[src/rtl/data_sram_bridge_pkg.sv]
// Shared types and constants for the MEM-stage to SRAM-like data bus bridge.
// Holds the FSM state encoding, the bus size codes and a byte-strobe counter.
package data_sram_bridge_pkg;

  typedef enum logic [2:0] {
    ST_IDLE  = 3'd0,
    ST_REQ   = 3'd1,
    ST_WAIT  = 3'd2,
    ST_DONE  = 3'd3,
    ST_DRAIN = 3'd4
  } bridge_state_e;

  localparam logic [1:0] BUS_SIZE_BYTE = 2'd0;
  localparam logic [1:0] BUS_SIZE_HALF = 2'd1;
  localparam logic [1:0] BUS_SIZE_WORD = 2'd2;

  function automatic logic [2:0] strobe_count(input logic [3:0] s);
    return {2'b00, s[0]} + {2'b00, s[1]} + {2'b00, s[2]} + {2'b00, s[3]};
  endfunction

endpackage

[src/rtl/data_sram_bridge_size_decode.sv]
// Combinational decode of a MEM access into bus size, strobes and address.
// Loads always go out as full words; stores are sized by strobe count.
module data_sram_bridge_size_decode
  import data_sram_bridge_pkg::*;
#(
  parameter bit FORCE_WORD_ALIGN = 1'b1
) (
  input  logic [3:0]  mem_wen,
  input  logic [31:0] mem_addr,
  output logic        is_write,
  output logic [1:0]  size,
  output logic [3:0]  strobe,
  output logic [31:0] addr
);

  logic [2:0] cnt;

  always_comb begin
    cnt      = strobe_count(mem_wen);
    is_write = |mem_wen;
    strobe   = is_write ? mem_wen : 4'b0000;
    size     = BUS_SIZE_WORD;
    if (is_write) begin
      case (cnt)
        3'd1:    size = BUS_SIZE_BYTE;
        3'd2:    size = BUS_SIZE_HALF;
        default: size = BUS_SIZE_WORD;
      endcase
    end
    addr = mem_addr;
    // Unaligned word stores (swl/swr style) are issued at the containing word.
    if (FORCE_WORD_ALIGN && (size == BUS_SIZE_WORD)) addr[1:0] = 2'b00;
  end

endmodule

[src/rtl/data_sram_bridge.sv]
// Bridges one MEM-stage access onto the req/addr_ok/data_ok data bus,
// stalling the pipeline until done and silently draining cancelled accesses.
module data_sram_bridge
  import data_sram_bridge_pkg::*;
#(
  parameter bit          FORCE_WORD_ALIGN = 1'b1,
  parameter logic [31:0] RESET_RDATA      = 32'h0
) (
  input  logic        clk,
  input  logic        resetn,
  input  logic        mem_valid,
  input  logic        mem_ren,
  input  logic [3:0]  mem_wen,
  input  logic [31:0] mem_addr,
  input  logic [31:0] mem_wdata,
  input  logic        mem_cancel,
  input  logic        mem_allowout,
  output logic        mem_stall,
  output logic [31:0] mem_rdata,
  output logic        mem_done,
  output logic        data_req,
  output logic        data_wr,
  output logic [1:0]  data_size,
  output logic [3:0]  data_wstrb,
  output logic [31:0] data_addr,
  output logic [31:0] data_wdata,
  input  logic        data_addr_ok,
  input  logic [31:0] data_rdata,
  input  logic        data_data_ok
);

  bridge_state_e state_q, state_d;
  logic          access;
  logic          issue;
  logic          capture;
  logic          dec_wr;
  logic [1:0]    dec_size;
  logic [3:0]    dec_strobe;
  logic [31:0]   dec_addr;

  assign access = mem_valid & (mem_ren | (|mem_wen)) & ~mem_cancel;

  data_sram_bridge_size_decode #(
    .FORCE_WORD_ALIGN(FORCE_WORD_ALIGN)
  ) u_size_decode (
    .mem_wen (mem_wen),
    .mem_addr(mem_addr),
    .is_write(dec_wr),
    .size    (dec_size),
    .strobe  (dec_strobe),
    .addr    (dec_addr)
  );

  always_comb begin
    state_d = state_q;
    capture = 1'b0;
    case (state_q)
      ST_IDLE: begin
        if (access) state_d = ST_REQ;
      end
      ST_REQ: begin
        if (data_addr_ok) begin
          if (mem_cancel)        state_d = data_data_ok ? ST_IDLE : ST_DRAIN;
          else if (data_data_ok) begin
            state_d = ST_DONE;
            capture = ~data_wr;
          end else               state_d = ST_WAIT;
        end else if (mem_cancel) begin
          state_d = ST_IDLE;
        end
      end
      ST_WAIT: begin
        if (mem_cancel)        state_d = data_data_ok ? ST_IDLE : ST_DRAIN;
        else if (data_data_ok) begin
          state_d = ST_DONE;
          capture = ~data_wr;
        end
      end
      ST_DONE: begin
        // A fresh access alongside allowout goes straight back to REQ.
        if (mem_cancel)        state_d = ST_IDLE;
        else if (mem_allowout) state_d = access ? ST_REQ : ST_IDLE;
      end
      ST_DRAIN: begin
        if (data_data_ok) state_d = ST_IDLE;
      end
      default: state_d = ST_IDLE;
    endcase
  end

  assign issue = (state_d == ST_REQ) && (state_q != ST_REQ);

  always_ff @(posedge clk or negedge resetn) begin
    if (!resetn) begin
      state_q    <= ST_IDLE;
      data_wr    <= 1'b0;
      data_size  <= BUS_SIZE_BYTE;
      data_wstrb <= 4'b0000;
      data_addr  <= 32'h0;
      data_wdata <= 32'h0;
      mem_rdata  <= RESET_RDATA;
    end else begin
      state_q <= state_d;
      if (issue) begin
        data_wr    <= dec_wr;
        data_size  <= dec_size;
        data_wstrb <= dec_strobe;
        data_addr  <= dec_addr;
        data_wdata <= mem_wdata;
      end
      if (capture) mem_rdata <= data_rdata;
    end
  end

  assign data_req  = (state_q == ST_REQ);
  assign mem_done  = (state_q == ST_DONE);
  assign mem_stall = resetn & access & (state_q != ST_DONE);

endmodule

[config.mk]
export PLATFORM = sky130hd
export DESIGN_NAME = data_sram_bridge
export DESIGN_NICKNAME = d
export VERILOG_FILES = /design/src/rtl/data_sram_bridge_pkg.sv /design/src/rtl/data_sram_bridge_size_decode.sv /design/src/rtl/data_sram_bridge.sv
export SDC_FILE = /design/constraint.sdc
export NUM_CORES = 1
export LEC_CHECK = 0
export CELL_PAD_IN_SITES_DETAIL_PLACEMENT = 1
export CELL_PAD_IN_SITES_GLOBAL_PLACEMENT = 1
export CORE_MARGIN = 1.5
export CORE_UTILIZATION = 33
export CTS_CLUSTER_SIZE = 10
export DETAILED_ROUTE_END_ITERATION = 16
export PLACE_DENSITY_LB_ADDON = 0.1
export RECOVER_POWER = 50
export REMOVE_ABC_BUFFERS = 1
export SYNTH_ARGS = -nofsm -noshare
export SYNTH_HDL_FRONTEND = slang
export SYNTH_SLANG_ARGS = --single-unit
[constraint.sdc]
create_clock -name clk -period 2.5 [get_ports clk]
set_input_delay 0.375 -clock clk [delete_from_list [all_inputs] [get_ports clk]]
set_output_delay 0.375 -clock clk [all_outputs]
set_load 0.005 [all_outputs]
==> results.md <==
* Worst hold slack at 488 ps
* Effective utilization at floorplan at 33.8%
* Total leakage power at 2.93 nW
* Vias per inst at 4.57
* Setup violations, final at 0
* Detail Placement HPWL at 8.49 mm
* Areal power density over the cells at 885 nW/um^2
* Clk pin slew, worst setup/hold paths at 70 ps
* Ordered cell list for the critical path: clkdlybuf4s50_1 -> inv_1 -> ha_1 -> or4b_4 -> nand2_1 -> nor4b_1 -> dlygate4sd2_1
* Share of power burned in registers at 42.9%
* Number of buffer cells added on primary ports at 213
* Cell type contributing the most total cell area after synthesis: dfrtp_1
* Post-Syn Area per Cell at 15.5 um^2
* Quantity of gates resized following cts at 1
* Clock tree from TritonCTS: done
* Routed wire length at 11.2 mm
* Post-synth EDFFs at 0
* Yosys cell types at 29
* Slowest cell on the critical path: or4b_4
* Unrepaired setup endpoints after global routing: no
* Number of buffers and inverters on the critical path at 3
* Total cell area at the placement stage at 6570 um^2
* Finished Cell Area at 6820 um^2
* Nature of the critical path startpoint: primary input
* TritonCTS Buffers at 9
* Setup skew after layout at 4.74 ps
* Yosys warns at 0
* Post-detailed-route wirelength per cell at 16.7 um
* Switching component of the power at 1.53 mW
* DRC violation count after routing at 0
* CP endpoint kind: primary output
* Worst skew pair latency at 340 ps
* H-tree depth at 3
* Ys flop type: dfrtp_1
* Classification of the worst-slack hold path: flip-flop to flip-flop
* Count of hold buffers inserted by post-cts repair at 0
* Largest net degree at the start of global routing at 65
* Most common library cells after synthesis: 106 x dfrtp_1, 95 x mux2_2, 13 x nand2_1
* Failing checks: capacitance limit, slew limit
* Buffer count from post-CTS setup fixing at 0
* Antenna violations before repair at 0
* Post-synthesis async set-or-reset flop share at 100%
* Number of antenna-violating nets in the routed design at 0
* Clock Path Buffers at 2
* Share of final-layout standard cells stronger than drive strength 1 at 24.5%
* Cell-internal power at 4.50 mW
* Period utilisation layout at 93.2%
* Worst IR Drop VDD at 0.386 mV
* Critical path's largest stage delay at 480 ps
* Clock sink total at 106
* Fraction of power spent switching nets at 25.4%
* Critical path data required time at 2120 ps
* Placer Congestion at 0.767
* Global-route wire length before repair at 17.1 mm
* Final hold violation count at 0
* Area added between synthesis and finish at 60.6%
* Aggregate global-route resource usage at 16.8%
* Vias at 3062
* Top area cells in the synthesized netlist: dfrtp_1 62%, mux2_2 25%, buf_8 2.1%, nand2_1 1.1%, ha_1 0.88%
* Headroom to the max-slew limit at -5.37%
* Yosys top cell area share at 62.4%
* CP Max Fanout at 2
* Vias in the first global route at 3398
* Transition time of the tightest slew-check pin at 1580 ps
* Detailed router's first-iteration violation count at 72
* Ant. Diodes at 0
* Family with the most delay on the worst path: buffers and inverters
* Proportion of synthesized chip area in sequential cells at 62.4%
* Critical setup path kind: primary input to primary output
* Highest achievable clock rate at 429 MHz
* I/O pins at 214
* Buffer type at the clock tree root: clkbuf_16
* Number of slew-limit violations in the final report at 65
* Run status: finished with violations
* Most instantiated library cell after synthesis: dfrtp_1
* Clock share of power at 21.7%
* Period minus WS final at 2330 ps
* Arrival time worst endpoint at 1960 ps
* Die boundary width at 116 um
* Grt ovf at 0
* Detailed Routing Iterations Pass 1 at 3
* Summed instance area of the synthesized netlist at 4250 um^2
* Max cap viols at 1
* Syn Inst Count at 274
* Site row count at 41
* Part of the power in combinational logic at 35.4%
* Placeable core area at 12600 um^2
* Yosys reg bits at 106
* Number of nets in the layout at 608
* Die ar. at 13600 um^2
* Y dimension of the die at 116 um
[logic make-up after synthesis]
family | share of synthesized area, %
buffers and inverters | 4.21
xor gates and xnor gates | 0.206
AOI/OAI and AO/OA | 2.68
muxes | 25.2
and+or+nand+nor | 3.97
adders and majority gates | 1.35
DFF | 62.4
[flip-flops by register name, indices dropped and copies added, names as in the netlist]
name,count
data_size,2
data_wstrb,4
data_wr,1
data_addr,32
state_q,3
data_wdata,32
mem_rdata,32
[area by class of cell]
type | instances | area (um^2)
clock buffer | 11 | 253
fill | 1293 | 5740
multi-input combinational | 146 | 1420
sequential | 106 | 2650
clock inverter | 2 | 15.0
timing repair buffer | 223 | 2230
tap | 172 | 215
inverter | 10 | 37.5
[path summary, 6_finish.rpt]
path                       cells past startpoint            end  slack (ps)          start
min reg2reg                                    2  data_wstrb[3]         490  data_wstrb[3]
max                                            7      mem_stall         170     mem_wen[0]
max reg2reg                                    4  data_wdata[4]         640     state_q[0]
min                                            2  data_wstrb[3]         490  data_wstrb[3]
max in group asynchronous                      2   data_addr[6]         850         resetn
min in group asynchronous                      2   data_size[0]         520         resetn
[metrics by stage]
step,setup slack [ps],setup TNS [ps],cells,power [mW],util (%)
after detailed placement,-81.7,-155,657,4.92,52.2
after floorplan,-29.0,-1830,262,3.29,-
after global placement,-96.7,-115,657,4.84,52.2
after global routing,78.1,0,670,6.43,54.3
final,169,0,670,6.04,54.3
after CTS,156,0,670,6.27,54.4
[power groups by stage]
| stage | combinational (mW) | clock, mW | sequential, mW |
|---|---|---|---|
| after floorplan | 0.625 | 0 | 2.66 |
| after global placement | 2.25 | 0 | 2.59 |
| after detailed placement | 2.28 | 0 | 2.64 |
| after CTS | 2.30 | 1.36 | 2.61 |
| after global routing | 2.33 | 1.42 | 2.67 |
| final | 2.14 | 1.31 | 2.59 |
[metal layers]
| layer | routed length (um) | vias to the layer above | part of all wire [%] | track usage [%] |
|---|---|---|---|---|
| li1 | - | 1399 | - | - |
| met1 | 4170 | 1530 | 37 | 18.3 |
| met2 | 5560 | 123 | 50 | 28.4 |
| met3 | 1280 | 10 | 11 | 8.30 |
| met4 | 189 | 0 | 1.7 | 6.02 |
| met5 | 0 | - | 0 | 0 |
[worst min-delay path: stages (launching register included)]
cell	delay, ps
dfrtp_1	340
nand2_1	50
o21ai_0	60
[cell usage in the layout, fill, tap and decap left out, types with 2 or more instances in the layout]
cell / synthesis / layout
a21oi_1: 2 / 2
clkbuf_8: 0 / 2
buf_4: 0 / 5
clkbuf_2: 0 / 2
ha_1: 3 / 3
mux2_2: 95 / 95
clkinvlp_4: 0 / 2
nor2_1: 5 / 5
inv_1: 10 / 10
clkdlybuf4s50_1: 0 / 159
clkbuf_16: 0 / 9
dlygate4sd3_1: 0 / 52
nand4b_1: 2 / 2
o21ai_0: 6 / 6
nand2_1: 13 / 13
dfrtp_1: 106 / 106
o31ai_1: 4 / 4
buf_12: 1 / 3
and3_1: 2 / 2
No activity file was read; power rests on OpenSTA's default activity.
